<file path="src/rtl/runahead_replay_queue.sv">
// Runahead replay queue: buffers diverted instructions until the blocking load returns, then replays them in order.
// Optional forced replay after AGE_LIMIT cycles in COLLECT is enabled by defining RUNAHEAD_REPLAY_AGE_LIMIT_EN.
module runahead_replay_queue #(
  parameter int unsigned DEPTH     = 8,
  parameter int unsigned INST_W    = 16,
  parameter int unsigned AGE_LIMIT = 64
) (
  input  logic                       clk,
  input  logic                       async_rst,
  input  logic                       clk_en,
  input  logic                       EnqueueValid,
  input  logic [INST_W-1:0]          EnqueueInstruction,
  input  logic                       EnqueueAForwarded,
  input  logic                       EnqueueBForwarded,
  output logic                       EnqueueReady,
  input  logic                       ReplayRelease,
  input  logic                       Flush,
  output logic                       ReplayValid,
  output logic [INST_W-1:0]          ReplayInstruction,
  output logic                       ReplayAForwarded,
  output logic                       ReplayBForwarded,
  input  logic                       ReplayReady,
  output logic                       RunaheadActive,
  output logic [$clog2(DEPTH):0]     QueueCount,
  output logic                       Overflow,
  output logic                       AgeTimeout
);

  localparam int unsigned AW = $clog2(DEPTH);
  localparam int unsigned PW = AW + 1;
  localparam int unsigned EW = INST_W + 2;

  if (DEPTH < 2 || (DEPTH & (DEPTH - 1)) != 0 || AGE_LIMIT < 2) begin : g_param_check
    $error("runahead_replay_queue: DEPTH must be a power of two >= 2 and AGE_LIMIT >= 2");
  end

  typedef enum logic [1:0] {S_IDLE, S_COLLECT, S_REPLAY} state_t;

  state_t          state_q, state_d;
  logic [PW-1:0]   wr_ptr_q, wr_ptr_d;
  logic [PW-1:0]   rd_ptr_q, rd_ptr_d;
  logic [PW-1:0]   count_q, count_d;
  logic            overflow_q, overflow_d;
  logic            age_timeout_q, age_timeout_d;
  logic [EW-1:0]   mem_q [DEPTH];
  logic [EW-1:0]   head;
  logic            full, empty, enq, deq, age_fire;

  assign full  = (wr_ptr_q[AW-1:0] == rd_ptr_q[AW-1:0]) && (wr_ptr_q[AW] != rd_ptr_q[AW]);
  assign empty = (wr_ptr_q == rd_ptr_q);

  assign EnqueueReady   = !full;
  assign ReplayValid    = (state_q == S_REPLAY) && !empty;
  assign RunaheadActive = (state_q != S_IDLE);
  assign QueueCount     = count_q;
  assign Overflow       = overflow_q;
  assign AgeTimeout     = age_timeout_q;

  // Flush discards any same-cycle transfer on either side.
  assign enq = clk_en && !Flush && EnqueueValid && !full;
  assign deq = clk_en && !Flush && ReplayValid && ReplayReady;

  assign head              = mem_q[rd_ptr_q[AW-1:0]];
  assign ReplayInstruction = head[INST_W-1:0];
  assign ReplayAForwarded  = head[EW-1];
  assign ReplayBForwarded  = head[EW-2];

`ifdef RUNAHEAD_REPLAY_AGE_LIMIT_EN
  localparam int unsigned GW = $clog2(AGE_LIMIT);

  logic [GW-1:0] age_q, age_d;

  assign age_fire = (state_q == S_COLLECT) && !ReplayRelease && (age_q == GW'(AGE_LIMIT - 1));

  // Age counts clk_en cycles spent in COLLECT and clears whenever COLLECT is left.
  always_comb begin
    age_d = age_q;
    if (clk_en) begin
      if (Flush || state_q != S_COLLECT || ReplayRelease || age_fire) begin
        age_d = '0;
      end else begin
        age_d = age_q + GW'(1);
      end
    end
  end

  always_ff @(posedge clk or posedge async_rst) begin
    if (async_rst) age_q <= '0;
    else           age_q <= age_d;
  end
`else
  assign age_fire = 1'b0;
`endif

  always_comb begin
    state_d       = state_q;
    wr_ptr_d      = wr_ptr_q;
    rd_ptr_d      = rd_ptr_q;
    count_d       = count_q;
    overflow_d    = overflow_q;
    age_timeout_d = 1'b0;
    if (clk_en) begin
      if (Flush) begin
        wr_ptr_d = '0;
        rd_ptr_d = '0;
        count_d  = '0;
        state_d  = S_IDLE;
      end else begin
        if (EnqueueValid && full) overflow_d = 1'b1;
        if (enq) wr_ptr_d = wr_ptr_q + PW'(1);
        if (deq) rd_ptr_d = rd_ptr_q + PW'(1);
        if (enq && !deq)      count_d = count_q + PW'(1);
        else if (deq && !enq) count_d = count_q - PW'(1);
        case (state_q)
          S_IDLE: begin
            if (enq) state_d = S_COLLECT;
          end
          S_COLLECT: begin
            if (ReplayRelease || age_fire) begin
              state_d       = S_REPLAY;
              age_timeout_d = age_fire;
            end
          end
          S_REPLAY: begin
            if (deq && !enq && count_q == PW'(1)) state_d = S_IDLE;
          end
          default: state_d = S_IDLE;
        endcase
      end
    end
  end

  always_ff @(posedge clk or posedge async_rst) begin
    if (async_rst) begin
      state_q       <= S_IDLE;
      wr_ptr_q      <= '0;
      rd_ptr_q      <= '0;
      count_q       <= '0;
      overflow_q    <= 1'b0;
      age_timeout_q <= 1'b0;
    end else begin
      state_q       <= state_d;
      wr_ptr_q      <= wr_ptr_d;
      rd_ptr_q      <= rd_ptr_d;
      count_q       <= count_d;
      overflow_q    <= overflow_d;
      age_timeout_q <= age_timeout_d;
    end
  end

  // Storage holds no reset; validity is tracked by the pointers alone.
  always_ff @(posedge clk) begin
    if (enq) mem_q[wr_ptr_q[AW-1:0]] <= {EnqueueAForwarded, EnqueueBForwarded, EnqueueInstruction};
  end

endmodule

</file>
<file path="config.mk">
export PLATFORM = sky130hd
export DESIGN_NAME = runahead_replay_queue
export DESIGN_NICKNAME = d
export VERILOG_FILES = /design/src/rtl/runahead_replay_queue.sv
export SDC_FILE = /design/constraint.sdc
export NUM_CORES = 1
export LEC_CHECK = 0
export CORE_ASPECT_RATIO = 1.2
export CORE_MARGIN = 1.5
export CORE_UTILIZATION = 40
export DETAILED_ROUTE_END_ITERATION = 10
export HOLD_SLACK_MARGIN = 0.08
export PLACE_DENSITY = 0.6
export REMOVE_ABC_BUFFERS = 1
export SYNTH_ARGS = -nofsm -noshare
export SYNTH_HDL_FRONTEND = slang
export SYNTH_SLANG_ARGS = --single-unit
export TNS_END_PERCENT = 20
</file>
<file path="constraint.sdc">
create_clock -name clk -period 3.8 [get_ports clk]
set_input_delay 0.95 -clock clk [delete_from_list [all_inputs] [get_ports clk]]
set_output_delay 0.95 -clock clk [all_outputs]
set_load 0.03 [all_outputs]
</file>
* After elaboration in Yosys (flattened, before gate mapping)
Memory sizes are Yosys's and may differ from the RTL's. Index checks and enable logic that the tools add are counted.
Word-level totals: input bits 25, memories kept 1, output and inout port bits 27, RAM bits 144, register bits after elaboration 15
Memories:
- mem_q | words 8, width 18, rd ports 1, clocked after Yosys merged registers in 0, wr ports 1, RTL line 45 | logic [EW-1:0] mem_q [DEPTH];
Operators by class: bitwise logic cells 1, reduce and logical (&&, ||, !) cells 26, add/sub/neg operators 4, eq/ne operators 9, multiplexer cells 14
Operators by type and width (number):
- 4-bit 2-to-1 mux | 7
- 4-bit by 1-bit adder with 4-bit output, second input constant | 3
- 1-bit logical AND | 11
- 2-bit 2-to-1 mux | 4
- 3-bit != test, second input constant | 2
- 2-bit one-hot mux with 3 select lines | 1
- 2-bit AND reduction | 3
- 2-bit nonzero test | 3
- 1-bit logical NOT | 5
- 4-bit by 1-bit equality test with 1-bit output, second input constant | 1
- 4-bit equality test | 1
- 4-bit AND reduction | 1
- 4-bit by 1-bit subtractor with 4-bit output, second input constant | 1
- 3-bit equality test | 1
- 3-bit by 2-bit != test with 1-bit output, second input constant | 1
- 3-bit AND reduction | 1
- 3-bit nonzero test | 1
- 2-bit by 1-bit equality test with 1-bit output, second input constant | 1
- 2-bit equality test, second input constant | 1
- 2-bit logical NOT | 1
- 1-bit 2-to-1 mux | 2
- 1-bit != test | 1
- 1-bit inverter | 1

* Depth between registers and ports, before layout
Gate-level depths: netlist of the first run.
depth in word-level cells 10, depth in mapped cells 7

* Worst setup path before layout of the first run
No wires, ideal clock.
path kind input port to flip-flop, from input clk_en, to memory mem_q[2][0] (netlist bit), enable pin, setup slack 0.222 ns, arrival time 3.162 ns, cell stages on the path 6, path buffers 2, cell sequence buf_2 > nand3b_1 > a41oi_1 > buf_2 > nand2_1 > nor3_1
Between the ends: cells in the longest elaborated chain, start to end 5
RTL lines:
- start, declared | RTL line 10 | input logic clk_en,
- 1-bit logical AND (3 in a row) | RTL line 60 | assign enq = clk_en && !Flush && EnqueueValid && !full;
- 1-bit 2-to-1 mux | RTL line 153 | if (enq) mem_q[wr_ptr_q[AW-1:0]] <= {EnqueueAForwarded, EnqueueBForwarded, EnqueueInstruction};
- 1-bit 2-to-1 mux (not written as such) | RTL line 153
- end, declared | RTL line 45
Every way passes these cells.

* Worst setup path after layout of the first run
from register rd_ptr_q[0], to output ReplayAForwarded
Between the ends: cells in the longest elaborated chain, start to end 1
RTL lines:
- start, declared | RTL line 41 | logic [PW-1:0] rd_ptr_q, rd_ptr_d;
- start signal, assigned | RTL line 144 | rd_ptr_q <= rd_ptr_d;
- memory 8 x 18 bit
- end, declared | RTL line 20 | output logic ReplayAForwarded,
Every way passes these cells.

==> results of run 1 <==
## area by class of cell
cell class | instances | area [um2] | area share (%)
diodes | 1 | 2.50 | 0.0316
clock buffers | 17 | 425 | 5.36
clock inverters | 14 | 134 | 1.69
inverters | 8 | 30.0 | 0.379
multi-input cells | 148 | 1670 | 21.0
flip-flops and latches | 159 | 4700 | 59.3
well taps | 208 | 260 | 3.28
repair buffers | 71 | 706 | 8.90
## final timing paths
kind	slack [ns]	from	to	depth (start not counted)
hold reg to reg	0.49	Overflow	Overflow	1
setup reg to reg	1.43	rd_ptr_q[0]	mem_q[2][11]	5
hold / removal	0.49	Overflow	Overflow	1
max in group asynchronous	2.42	async_rst	rd_ptr_q[0]	2
setup / recovery	0.16	rd_ptr_q[0]	ReplayAForwarded	4
min in group asynchronous	0.91	async_rst	QueueCount[3]	2
## placed cells by master (no fill, tap or decap), types with 2 or more instances in the layout
| cell | count |
|---|---|
| sky130_fd_sc_hd__a22o_1 | 2 |
| sky130_fd_sc_hd__buf_4 | 18 |
| sky130_fd_sc_hd__nor2_2 | 6 |
| sky130_fd_sc_hd__inv_6 | 5 |
| sky130_fd_sc_hd__a21oi_1 | 3 |
| sky130_fd_sc_hd__nor2b_1 | 2 |
| sky130_fd_sc_hd__a21o_1 | 2 |
| sky130_fd_sc_hd__o211ai_1 | 2 |
| sky130_fd_sc_hd__mux2_2 | 19 |
| sky130_fd_sc_hd__xnor2_1 | 5 |
| sky130_fd_sc_hd__dfrtp_1 | 14 |
| sky130_fd_sc_hd__nor3_2 | 2 |
| sky130_fd_sc_hd__nor3_1 | 4 |
| sky130_fd_sc_hd__a41oi_1 | 2 |
| sky130_fd_sc_hd__edfxtp_1 | 144 |
| sky130_fd_sc_hd__clkinv_4 | 2 |
| sky130_fd_sc_hd__clkdlybuf4s50_1 | 49 |
| sky130_fd_sc_hd__inv_1 | 8 |
| sky130_fd_sc_hd__nand2b_1 | 3 |
| sky130_fd_sc_hd__buf_12 | 4 |
| sky130_fd_sc_hd__ha_1 | 5 |
| sky130_fd_sc_hd__mux4_2 | 36 |
| sky130_fd_sc_hd__clkbuf_16 | 17 |
| sky130_fd_sc_hd__nand2_1 | 10 |
| sky130_fd_sc_hd__o21a_1 | 2 |
| sky130_fd_sc_hd__clkinvlp_4 | 3 |
| sky130_fd_sc_hd__o21ai_0 | 8 |
| sky130_fd_sc_hd__nor2_1 | 2 |
| sky130_fd_sc_hd__nand3_1 | 6 |
| sky130_fd_sc_hd__mux2i_1 | 2 |
| sky130_fd_sc_hd__o31a_1 | 2 |
## per-stage QoR
stage	setup WS, ns	hold WS (ns)	TNS [ns]
2_1_floorplan	-0.791	0.468	-58.24
3_3_place_gp	0.421	0.460	0
3_5_place_dp	0.415	0.465	0
4_1_cts	0.104	0.489	0
5_1_grt	0.0476	0.520	0
6_report	0.157	0.489	0
## power by group through the flow
stage          registers [mW]  logic, mW  clock network, mW
2_1_floorplan            2.04      0.154                  0
3_3_place_gp             2.02      0.312                  0
3_5_place_dp             2.02      0.317                  0
4_1_cts                  1.98      0.319               1.63
5_1_grt                  1.99      0.342               1.69
6_report                 1.98      0.317               1.60
## sequential cells by signal, summed over array words and instances (netlist names)
name	count
Overflow	1
mem_q	144
wr_ptr_q	4
rd_ptr_q	4
QueueCount	4
state_q	2
## metal layers
layer  up-vias  global-route usage [%]
li1       1510                       -
met1      1699                    18.8
met2        75                    25.1
met3        10                    4.29
met4         0                    4.69
met5         -                       0
## kinds of logic (layout without fill, tap and decap cells)
| group | after synthesis | count (layout) | share of synthesized area, % |
|---|---|---|---|
| flops | 159 | 159 | 72.8 |
| buf+inv | 25 | 110 | 1.74 |
| compound gates | 37 | 37 | 4.17 |
| other cells | 1 | 2 | 0.0581 |
| mux | 57 | 57 | 16.2 |
| simple gates | 42 | 42 | 3.28 |
| fa+ha+maj | 5 | 5 | 0.969 |
| xor+xnor | 6 | 6 | 0.814 |
## timing repair
action	CTS	global route
hold buffers	0	0
gates resized for setup	1	0
setup endpoints to repair	11	0
buffers inserted	0	0
==> impl_summary.txt, run 1 <==
----------------------------------------------------
[Timing]
  Worst slew margin ... 57.7%
  Final setup violation count ... 0
  Number of pins exceeding their max-slew limit in the final report ... 0
  Achievable Freq ... 0.275 GHz
  Clock period minus worst slack ... 3.64 ns
  Tightest Pin Transition ... 0.634 ns
  Final period util ... 95.9%
  Max Clock Skew ... 0.0107 ns
  Final Hold Vio Count ... 0
  Setup repair after global routing missed its margin ... false

[Pwr]
  Sequential share of power ... 50.9%
  Power density cells ... 491 nW/um2
  Overall Power ... 3.90 mW
  Switching Fraction ... 23.1%
  Leakage Power ... 2.57 nW
  Gate power share ... 8.1%
  Clock share of power ... 41.0%
  VDD IR-drop max ... 0.314 mV
  Switch Pwr ... 0.901 mW
  Cell internal power dissipation ... 2.99 mW

[Hold path]
  Classification of the worst-slack hold path ... flop to flop

[Layout]
  Post-synthesis to final-layout area growth ... 22.8%
  Post-route standard cell area excluding fillers ... 7930 um2
  Number of fill cells ... 1261
  Fin nets ... 435
  Proportion of layout cells with a drive suffix above 1 ... 28.1%
  Non-Filler Instances ... 626
  Share of the core filled with cells ... 50.5%

[Global routing]
  Number of antenna violations at the first check in global routing ... 1
  Total routing usage reported by global routing ... 14.9%
  Via count of the first global-routing pass ... 3436
  GRT overflow ... 0
  Wire length of the first global-routing pass ... 18.7 mm
  Pin count of the biggest net entering global routing ... 32

[Worst setup path]
  Worst path slowest cell ... sky130_fd_sc_hd__dfrtp_4
  Crit. End Element ... output port
  Nature of the critical path startpoint ... flop
  Critical setup path kind ... flop to output port
  Crit path buffers/inverters ... 2
  Req. time, crit path ... 2.85 ns
  Top delay family on crit path ... buffers and inverters
  Crit Path Max Fanout ... 18
  Largest stage delay, worst path ... 0.66 ns
  Critical path arrival ... 2.69 ns
  Chain of cells forming the critical path ... buf_12 -> mux4_2 -> mux2_2 -> clkdlybuf4s50_1

[Floorplan]
  Site Rows ... 50
  Starting utilization of the core area ... 41.1%
  Die area ... 16900 um2
  Horizontal die dimension ... 119 um
  Io pins ... 52
  Height of the die ... 142 um
  Placeable Area ... 15700 um2

[Logic synthesis]
  Flip-flop and latch count after synthesis ... 159
  Prevailing post-synth register cell ... sky130_fd_sc_hd__edfxtp_1
  Fraction of post-synthesis cell area in the top cell type by area ... 67.0%
  Synth cell types ... 49
  Dominant cell type by area after synthesis ... sky130_fd_sc_hd__edfxtp_1
  Most repeated cell in the gate-level netlist after synthesis ... sky130_fd_sc_hd__edfxtp_1
  Syn Std Cell Area ... 6460 um2
  Mean instance size in the synthesized netlist ... 19.4 um2
  Syn. warnings ... 0
  Top area cells in the synthesized netlist ... sky130_fd_sc_hd__edfxtp_1, sky130_fd_sc_hd__mux4_2, sky130_fd_sc_hd__dfrtp_1
  Number of enable flip-flop cells after synthesis ... 144
  Post-synth ARST share ... 9.43%
  Fraction of the yosys area taken by sequential cells ... 72.8%
  Top cell types by occurrence after synthesis ... sky130_fd_sc_hd__edfxtp_1, sky130_fd_sc_hd__mux4_2, sky130_fd_sc_hd__mux2_2
  Cell count after synthesis ... 332

[Job]
  Max_cap viols ... 0

[Place]
  Placed Cells incl. Taps ... 594
  Routability congestion estimate from global placement ... 0.801
  Count of buffers from port buffering ... 50
  DP HPWL ... 7.20 mm
  DP Area ... 7370 um2

[Detailed routing]
  Top metal layer carrying routed signals ... met4
  Remaining number of nets flagged by the antenna check after routing ... 0
  Wire length on met1 ... 5.24 mm
  Routed met3 length ... 493 um
  Met2 wirelength from detailed routing ... 6.04 mm
  First-pass DRT Iterations ... 4
  Via density per instance ... 5.26
  Total number of vias ... 3294
  Iteration-0 DRC Markers ... 255
  Wire length reported by the detailed router ... 11.9 mm
  Detail-routed net length per standard cell ... 19.0 um
  Post-detailed-route DRC marker count ... 0

[Clock network]
  Clk sinks ... 159
  TritonCTS clock tree ... done
  H-tree levels ... 4
  Clock root buffer ... sky130_fd_sc_hd__clkbuf_16
  Clock latency on the worst-skew pair ... 0.42 ns
  Clock tree buffer depth ... 2
  Clock slew at the register clock pins of the worst setup and hold paths ... 0.06 ns
  Clock buffer count from CTS ... 17

[Status]
  Status ... finished, final reports clean

----------------------------------------------------
Power figures use the tool's default switching activity.
==> inputs of run 2 (changes only) <==
--- a/config.mk
+++ b/config.mk
@@ -9,6 +9,7 @@
 export CORE_MARGIN = 1.5
 export CORE_UTILIZATION = 40
 export DETAILED_ROUTE_END_ITERATION = 10
+export GPL_TIMING_DRIVEN = 1
 export HOLD_SLACK_MARGIN = 0.08
 export PLACE_DENSITY = 0.6
 export REMOVE_ABC_BUFFERS = 1
==> results of run 2 <==
The final DEF is identical to that of run 1; final timing and power are the same.
